===== config.mk =====
export PLATFORM = sky130hd
export DESIGN_NAME = instruction_sequencer_verilog_flat
export DESIGN_NICKNAME = d
export VERILOG_FILES = /design/src/rtl/instruction_sequencer_verilog_if.sv /design/src/rtl/instruction_sequencer_verilog.sv /design/src/flat_wrapper.sv
export SDC_FILE = /design/constraint.sdc
export NUM_CORES = 1
export LEC_CHECK = 0
export BUFFER_PORTS_ARGS = -buffer_cell sky130_fd_sc_hd__buf_2
export CORE_MARGIN = 3
export CORE_UTILIZATION = 28
export CTS_BUF_LIST = sky130_fd_sc_hd__clkbuf_16
export DETAILED_ROUTE_END_ITERATION = 12
export MAX_ROUTING_LAYER = met4
export PLACE_DENSITY = 0.57
export SYNTH_ARGS = -nofsm -noshare
export SYNTH_HDL_FRONTEND = slang
export SYNTH_SLANG_ARGS = --single-unit

===== constraint.sdc =====
create_clock -name clk -period 2.6 [get_ports clk]
set_input_delay 0.13 -clock clk [delete_from_list [all_inputs] [get_ports clk]]
set_output_delay 0.13 -clock clk [all_outputs]
set_load 0.01 [all_outputs]

===== src/rtl/instruction_sequencer_verilog_if.sv =====
// instruction_sequencer_verilog_if: program-memory, flag and issue bus between sequencer and its environment
interface instruction_sequencer_verilog_if #(
   parameter int DATA_WIDTH = 16,
   parameter int ADDR_WIDTH = 8
);
   logic                    start;
   logic                    mem_rd_en;
   logic [ADDR_WIDTH-1:0]   mem_addr;
   logic [2*DATA_WIDTH-1:0] mem_rdata;
   logic [3:0]              alu_flags;
   logic [DATA_WIDTH-1:0]   opcode;
   logic [DATA_WIDTH-1:0]   operand;
   logic [ADDR_WIDTH-1:0]   pc;
   logic                    busy;
   logic                    halted;
   logic [15:0]             retired;
   modport master (
      output start, mem_rdata, alu_flags,
      input  mem_rd_en, mem_addr, opcode, operand, pc, busy, halted, retired
   );
   modport slave (
      input  start, mem_rdata, alu_flags,
      output mem_rd_en, mem_addr, opcode, operand, pc, busy, halted, retired
   );
endinterface


===== src/rtl/instruction_sequencer_verilog.sv =====
// instruction_sequencer_verilog: fetch/decode/execute sequencer issuing opcode/operand pairs and resolving control flow locally
module instruction_sequencer_verilog #(
   parameter int                    DATA_WIDTH = 16,
   parameter int                    ADDR_WIDTH = 8,
   parameter logic [DATA_WIDTH-1:0] NOP_OPCODE = 16'hE000
) (
   input logic                           clk,
   input logic                           reset,
   instruction_sequencer_verilog_if.slave bus
);
   localparam int IW = 2*DATA_WIDTH;
   typedef enum logic [2:0] {IDLE, FETCH, DECODE, EXECUTE, HALTED} state_t;
   state_t                state_q, state_d;
   logic [ADDR_WIDTH-1:0] pc_q, pc_d, mem_addr_q;
   logic [IW-1:0]         ir_q, ir_d;
   logic [15:0]           retired_q, retired_d;
   logic [DATA_WIDTH-1:0] opcode_q, operand_q;
   logic                  mem_rd_en_q, is_halt, br_take, issue_d;
   always_comb begin
      is_halt   = ir_q[IW-1 -: DATA_WIDTH] == {4'hF, {(DATA_WIDTH-4){1'b0}}};
      br_take   = ir_q[IW-1 -: 8] == 8'hF1 ||
                  (ir_q[IW-1 -: 8] == 8'hF2 && |(bus.alu_flags & ir_q[DATA_WIDTH +: 4]));
      state_d   = state_q;
      pc_d      = pc_q;
      ir_d      = ir_q;
      retired_d = retired_q;
      case (state_q)
         IDLE, HALTED: if (bus.start) begin
            state_d   = FETCH;
            pc_d      = '0;
            retired_d = '0;
         end
         FETCH: state_d = DECODE;
         DECODE: begin
            ir_d    = bus.mem_rdata;
            state_d = EXECUTE;
         end
         EXECUTE: begin
            state_d   = is_halt ? HALTED : FETCH;
            pc_d      = is_halt ? pc_q : br_take ? ir_q[ADDR_WIDTH-1:0] : pc_q + 1'b1;
            retired_d = &retired_q ? retired_q : retired_q + 16'd1;
         end
         default: state_d = IDLE;
      endcase
      // outputs are registered, so issue is decided from the instruction entering EXECUTE
      issue_d = state_d == EXECUTE && ir_d[IW-1 -: 4] != 4'hF;
   end
   always_ff @(posedge clk or negedge reset) begin
      if (!reset) begin
         state_q     <= IDLE;
         pc_q        <= '0;
         ir_q        <= '0;
         retired_q   <= '0;
         opcode_q    <= NOP_OPCODE;
         operand_q   <= '0;
         mem_rd_en_q <= 1'b0;
         mem_addr_q  <= '0;
      end else begin
         state_q     <= state_d;
         pc_q        <= pc_d;
         ir_q        <= ir_d;
         retired_q   <= retired_d;
         opcode_q    <= issue_d ? ir_d[IW-1 -: DATA_WIDTH] : NOP_OPCODE;
         operand_q   <= issue_d ? ir_d[DATA_WIDTH-1:0] : '0;
         mem_rd_en_q <= state_d == FETCH;
         mem_addr_q  <= state_d == FETCH ? pc_d : mem_addr_q;
      end
   end
   assign bus.mem_rd_en = mem_rd_en_q;
   assign bus.mem_addr  = mem_addr_q;
   assign bus.opcode    = opcode_q;
   assign bus.operand   = operand_q;
   assign bus.pc        = pc_q;
   assign bus.retired   = retired_q;
   assign bus.busy      = state_q inside {FETCH, DECODE, EXECUTE};
   assign bus.halted    = state_q == HALTED;
endmodule


===== src/flat_wrapper.sv =====
// flat-port wrapper written by rule: the top's interface ports become plain ports
module instruction_sequencer_verilog_flat 
#(
   parameter int                    DATA_WIDTH = 16,
   parameter int                    ADDR_WIDTH = 8,
   parameter logic [DATA_WIDTH-1:0] NOP_OPCODE = 16'hE000
)
  (clk, reset, bus_start, bus_mem_rdata, bus_alu_flags, bus_mem_rd_en, bus_mem_addr, bus_opcode, bus_operand, bus_pc, bus_busy, bus_halted, bus_retired);
  instruction_sequencer_verilog_if #(.DATA_WIDTH(DATA_WIDTH), .ADDR_WIDTH(ADDR_WIDTH)) bus_i ();
  input logic clk;
  input logic reset;
  input wire logic [$bits(bus_i.start)-1:0] bus_start;
  input wire logic [$bits(bus_i.mem_rdata)-1:0] bus_mem_rdata;
  input wire logic [$bits(bus_i.alu_flags)-1:0] bus_alu_flags;
  output wire logic [$bits(bus_i.mem_rd_en)-1:0] bus_mem_rd_en;
  output wire logic [$bits(bus_i.mem_addr)-1:0] bus_mem_addr;
  output wire logic [$bits(bus_i.opcode)-1:0] bus_opcode;
  output wire logic [$bits(bus_i.operand)-1:0] bus_operand;
  output wire logic [$bits(bus_i.pc)-1:0] bus_pc;
  output wire logic [$bits(bus_i.busy)-1:0] bus_busy;
  output wire logic [$bits(bus_i.halted)-1:0] bus_halted;
  output wire logic [$bits(bus_i.retired)-1:0] bus_retired;
  assign bus_i.start = bus_start;
  assign bus_i.mem_rdata = bus_mem_rdata;
  assign bus_i.alu_flags = bus_alu_flags;
  assign bus_mem_rd_en = bus_i.mem_rd_en;
  assign bus_mem_addr = bus_i.mem_addr;
  assign bus_opcode = bus_i.opcode;
  assign bus_operand = bus_i.operand;
  assign bus_pc = bus_i.pc;
  assign bus_busy = bus_i.busy;
  assign bus_halted = bus_i.halted;
  assign bus_retired = bus_i.retired;
  instruction_sequencer_verilog #(.DATA_WIDTH(DATA_WIDTH), .ADDR_WIDTH(ADDR_WIDTH), .NOP_OPCODE(NOP_OPCODE)) u_core (.clk(clk), .reset(reset), .bus(bus_i));
endmodule

Yosys cells after proc, flatten, opt, wreduce, memory -nomap -nowiden. Cells that the tools add are included.

Bits in registers: 100. Input bits: 39. Output and inout bits: 67. Word-level logic and storage cells: 46.

Add/subtract/negate cells: 2. Eq/ne operators: 12. Muxes and demuxes: 13. Bitwise operators: 1. Reductions and logical operators: 10.

Operators by type and width (number): $mux 16 (4); $mux 32 (1); $pmux 16 s2 (1); $mux 8 (3); $add 16x1->16 const B (1); $eq 16x16->1 const B (1); $eq 8x8->1 const B (2); $pmux 8 s2 (1); $reduce_and 16->1 (1); $pmux 3 s4 (1); $eq 3x2->1 const B (3); $add 8x1->8 const B (1); $eq 3x1->1 const B (2); $mux 3 (2); $and 4x4->4 (1); $ne 2x2->1 const B (2); $ne 4x4->1 const B (1); $reduce_or 4->1 (1); $eq 3x3->1 const B (1); $logic_not 3->1 (1); $reduce_and 3->1 (1); $reduce_bool 3->1 (1); $logic_and 1x1->1 (2); $reduce_bool 2->1 (1); 2 further kinds (2).

Logic depth before layout (Yosys ltp).
Depth in word-level cells: 7. Gate-level depth with buffers: 8. Depth with buffers taken out: 6.

Worst setup path before layout. Ideal clock, no wire load.

Kind: reg2reg. Start: register u_core.state_q[0]. End: register u_core.retired_q[13], in the netlist u_core.bus.retired[13]. Setup time: 0.120 ns. Arrival: 1.932 ns. Data required time: 2.480 ns. Path slack: 0.547 ns. Stages on the path, launching flop included: 8. Buffers on the path: 2. Clock period less this slack: 2.053 ns. Cells stage by stage: dfrtp_1 buf_6 or3b_4 buf_6 a211o_4 a211oi_4 a31oi_1 a41o_1.

Cells in the longest elaborated chain, start to end: 4. Elaborated cells on any way between the ends: 9. Classes of those cells: eq/ne: 4; mux: 1; reduce/logical: 4.

RTL lines: start: declaration (line instruction_sequencer_verilog.sv:13) `state_t state_q, state_d;`; start signal: assignment (line instruction_sequencer_verilog.sv:59) `state_q <= state_d;`; $eq 3x3->1 / $logic_not 3->1 (equally long branches) (line instruction_sequencer_verilog.sv:27) `case (state_q)`; $reduce_or 2->1 (line instruction_sequencer_verilog.sv:27); $ne 2x2->1 (no line) / $reduce_bool 2->1 (equally long branches); $reduce_and 3->1 (no line); end signal: assignment (line instruction_sequencer_verilog.sv:62) `retired_q <= retired_d;`; end: declaration (line instruction_sequencer_verilog.sv:16) `logic [15:0] retired_q, retired_d;`.

Several ways; a longest one is shown, not always the timed one. A chain may end at the register's enable or synchronous reset.

Worst setup path in the final report. Same ends and word-level chain as after synthesis.

==> impl_metrics.env <==
export IMPL_chipWidth_um=126
export IMPL_fin_crit_ns=2.11
export IMPL_synth_ff_type="dfrtp_1"
export IMPL_dr_pass1_iters=5
export IMPL_synth_top_area_cell="dfrtp_1"
export IMPL_pwr_density_cell_nw_per_um2=1030
export IMPL_layout_commonest_cell="buf_2"
export IMPL_dp_hpwl_mm=7.32
export IMPL_portBuffers=105
export IMPL_cts_root_buf="clkbuf_16"
export IMPL_grt_overflow=0
export IMPL_via_per_inst=4.85
export IMPL_status="complete, no violations"
export IMPL_crit_required_ns=2.83
export IMPL_swShare=0.340
export IMPL_cts_path_max_buffers=2
export IMPL_start_kind="register"
export IMPL_syn_nets=394
export IMPL_max_freq_ghz=0.473
export IMPL_clkSlewWorstSetupHoldPaths_ns=0.07
export IMPL_dp_cells=623
export IMPL_p_int_mw=3.50
export IMPL_antenna_found_initial=0
export IMPL_grt_pass1_wl_mm=16.7
export IMPL_setup_viol=0
export IMPL_fin_skew_ns=0.00794
export IMPL_max_cap_violations=0
export IMPL_htreeDepth=3
export IMPL_yosysTopAreaCellShare=0.549
export IMPL_final_cell_count_no_fill=645
export IMPL_holdWs_ns=0.0112
export IMPL_max_slew_margin=0.360
export IMPL_wl_mm=10.2
export IMPL_worst_pin_slew_ns=0.960
export IMPL_cts_inserted_buffers=9
export IMPL_fillers=1374
export IMPL_rsz0062_at_grt="false"
export IMPL_hold_viol_final=0
export IMPL_track_usage=0.137
export IMPL_postCtsSetupBuffers=0
export IMPL_min_period_over_period=0.813
export IMPL_final_cell_mix="buf_2 (104), dfrtp_1 (89), and3_1 (31)"
export IMPL_antenna_left=0
export IMPL_io_pins=106
export IMPL_p_seq_frac=0.415
export IMPL_rrSetupSlack_ns=0.49
export IMPL_syn_to_final_growth_pct=26.9
export IMPL_arrival_ns=2.35
export IMPL_synth_cells=353
export IMPL_grt_pass1_vias=3189
export IMPL_avgSynthCellArea_um2=11.5
export IMPL_fin_nets=501
export IMPL_worstSetupEndpointType="register"
export IMPL_async_flop_share=1.00
export IMPL_routabilityCongestion=0.821
export IMPL_clock_latency_ns=0.35
export IMPL_ir_drop_mv=0.417
export IMPL_post_place_ws_ns=0.511
export IMPL_cp_max_fo=10
export IMPL_fp_coreArea_um2=14000
export IMPL_routed_via_count=3126
export IMPL_cts_sinks=92
export IMPL_start_util=0.289
export IMPL_netlist_top_cells_area="dfrtp_1 (55%), mux2_2 (6.4%), and3_1 (4.8%)"
export IMPL_p_leak_nw=2.56
export IMPL_switchingPower_mw=1.81
export IMPL_setup_tns_ns=0
export IMPL_synth_edf_count=0
export IMPL_fin_area_um2=5150
export IMPL_slew_violations=0
export IMPL_die_h_um=126
export IMPL_yosys_warnings=0
export IMPL_synth_cell_area_um2=4050
export IMPL_critPathKind="reg -> reg"
export IMPL_die_area_um2=16000
export IMPL_pwr_share_clk=0.273
export IMPL_drt_iter0_markers=225
export IMPL_cts_tree="done"
export IMPL_grt_max_degree=74
export IMPL_min_path_type="in -> reg"
export IMPL_drive_above_1_share=0.351
export IMPL_synth_seq_cells=92
export IMPL_n_antenna_cell=0
export IMPL_post_drt_wl_per_cell_um=15.9
export IMPL_synth_seq_area_share=0.569
export IMPL_setup_slack_ns=0.487
export IMPL_comb_power_share=0.312
export IMPL_synth_cell_types=57
export IMPL_place_area_um2=4760
export IMPL_rows=43
export IMPL_drc=0
cell families after synthesis:
| logic type | synth area share |
|---|---|
| muxes | 0.0861 |
| xor gates and xnor gates | 0.0302 |
| adders and majority gates | 0.00617 |
| and+or+nand+nor | 0.172 |
| AOI/OAI and AO/OA | 0.105 |
| DFF | 0.569 |
| buffers and inverters | 0.0315 |
Yosys cell counts, types with 2 or more instances:
| library cell | number |
|---|---|
| a32o_1 | 2 |
| mux2_2 | 23 |
| nand3_1 | 14 |
| buf_1 | 2 |
| and3_1 | 31 |
| nand4_1 | 5 |
| clkbuf_1 | 16 |
| mux2i_1 | 9 |
| xor2_1 | 3 |
| nor4_1 | 3 |
| a22oi_1 | 2 |
| a21oi_1 | 11 |
| dfstp_2 | 3 |
| nor2_1 | 23 |
| and4_1 | 2 |
| and2_1 | 5 |
| a31oi_1 | 3 |
| o21ai_0 | 9 |
| buf_6 | 3 |
| dfrtp_1 | 89 |
| ha_1 | 2 |
| a32oi_1 | 3 |
| nand4b_1 | 3 |
| inv_1 | 7 |
| xnor2_1 | 11 |
| nor3_1 | 4 |
| nand2_1 | 24 |
| a211oi_1 | 5 |
| o31ai_1 | 3 |
| nand2b_1 | 3 |
| o22ai_1 | 4 |
registers in the layout, summed over array words and instances, names as in the netlist:
signal	count
u_core.ir_q	24
u_core.bus.opcode	16
u_core.bus.operand	16
u_core.bus.retired	16
u_core.bus.mem_addr	8
u_core.bus.pc	8
u_core.state_q	3
u_core.bus.mem_rd_en	1
per-stage QoR:
step / power [mW] / util
finish: 5.30 / 0.366
global route: 5.67 / 0.366
CTS: 5.39 / 0.366
detailed placement: 3.90 / 0.339
global placement: 3.84 / 0.339
floorplan: 3.32 / -
power by group through the flow:
stage | logic (mW) | clock network (mW) | registers [mW]
6_report | 1.66 | 1.45 | 2.20
5_1_grt | 1.85 | 1.55 | 2.27
3_3_place_gp | 1.64 | 0 | 2.21
3_5_place_dp | 1.68 | 0 | 2.23
4_1_cts | 1.69 | 1.49 | 2.20
2_1_floorplan | 1.07 | 0 | 2.25
what timing repair did:
item                      in CTS  in global routing
hold buffers                   6                  0
gates resized for setup        0                  0
hold endpoints to repair      73                  0
area by class of cell:
type	count	area [µm²]	area share
Tap cell	180	225	0.0438
Inverter	7	26.3	0.00511
Timing Repair Buffer	117	633	0.123
Sequential cell	92	2310	0.448
Clock buffer	9	225	0.0438
Multi-Input combinational cell	233	1630	0.316
Clock inverter	7	105	0.0204
worst max-delay path: stages (launching register included):
cell	delay (ns)
dfrtp_1	0.46
or3b_4	0.51
a211o_4	0.38
a211oi_4	0.31
a31oi_1	0.13
a41o_1	0.21
final timing paths:
| path | startpoint | endpoint | depth (start not counted) |
|---|---|---|---|
| hold reg to reg | u_core.ir_q[28]$_DFF_PN0_ | u_core.ir_q[28]$_DFF_PN0_ | 1 |
| setup / recovery | u_core.state_q[0]$_DFF_PN0_ | u_core.bus.retired[13]$_DFFE_PN0P_ | 5 |
| max in group asynchronous | reset | u_core.bus.retired[15]$_DFFE_PN0P_ | 3 |
| min in group asynchronous | reset | u_core.bus.retired[10]$_DFFE_PN0P_ | 2 |
| setup reg to reg | u_core.state_q[0]$_DFF_PN0_ | u_core.bus.retired[13]$_DFFE_PN0P_ | 5 |
| hold / removal | bus_mem_rdata[10] | u_core.bus.operand[10]$_DFF_PN0_ | 2 |
metal layers:
metal  global-route usage  vias up  wire, µm
met5                    -        -         0
met4               0.0707        0       335
met3               0.0307       20       485
met2                0.212       83      4920
met1                0.168     1536      4510
li1                     -     1487         -
Power figures use the tool's default switching activity.
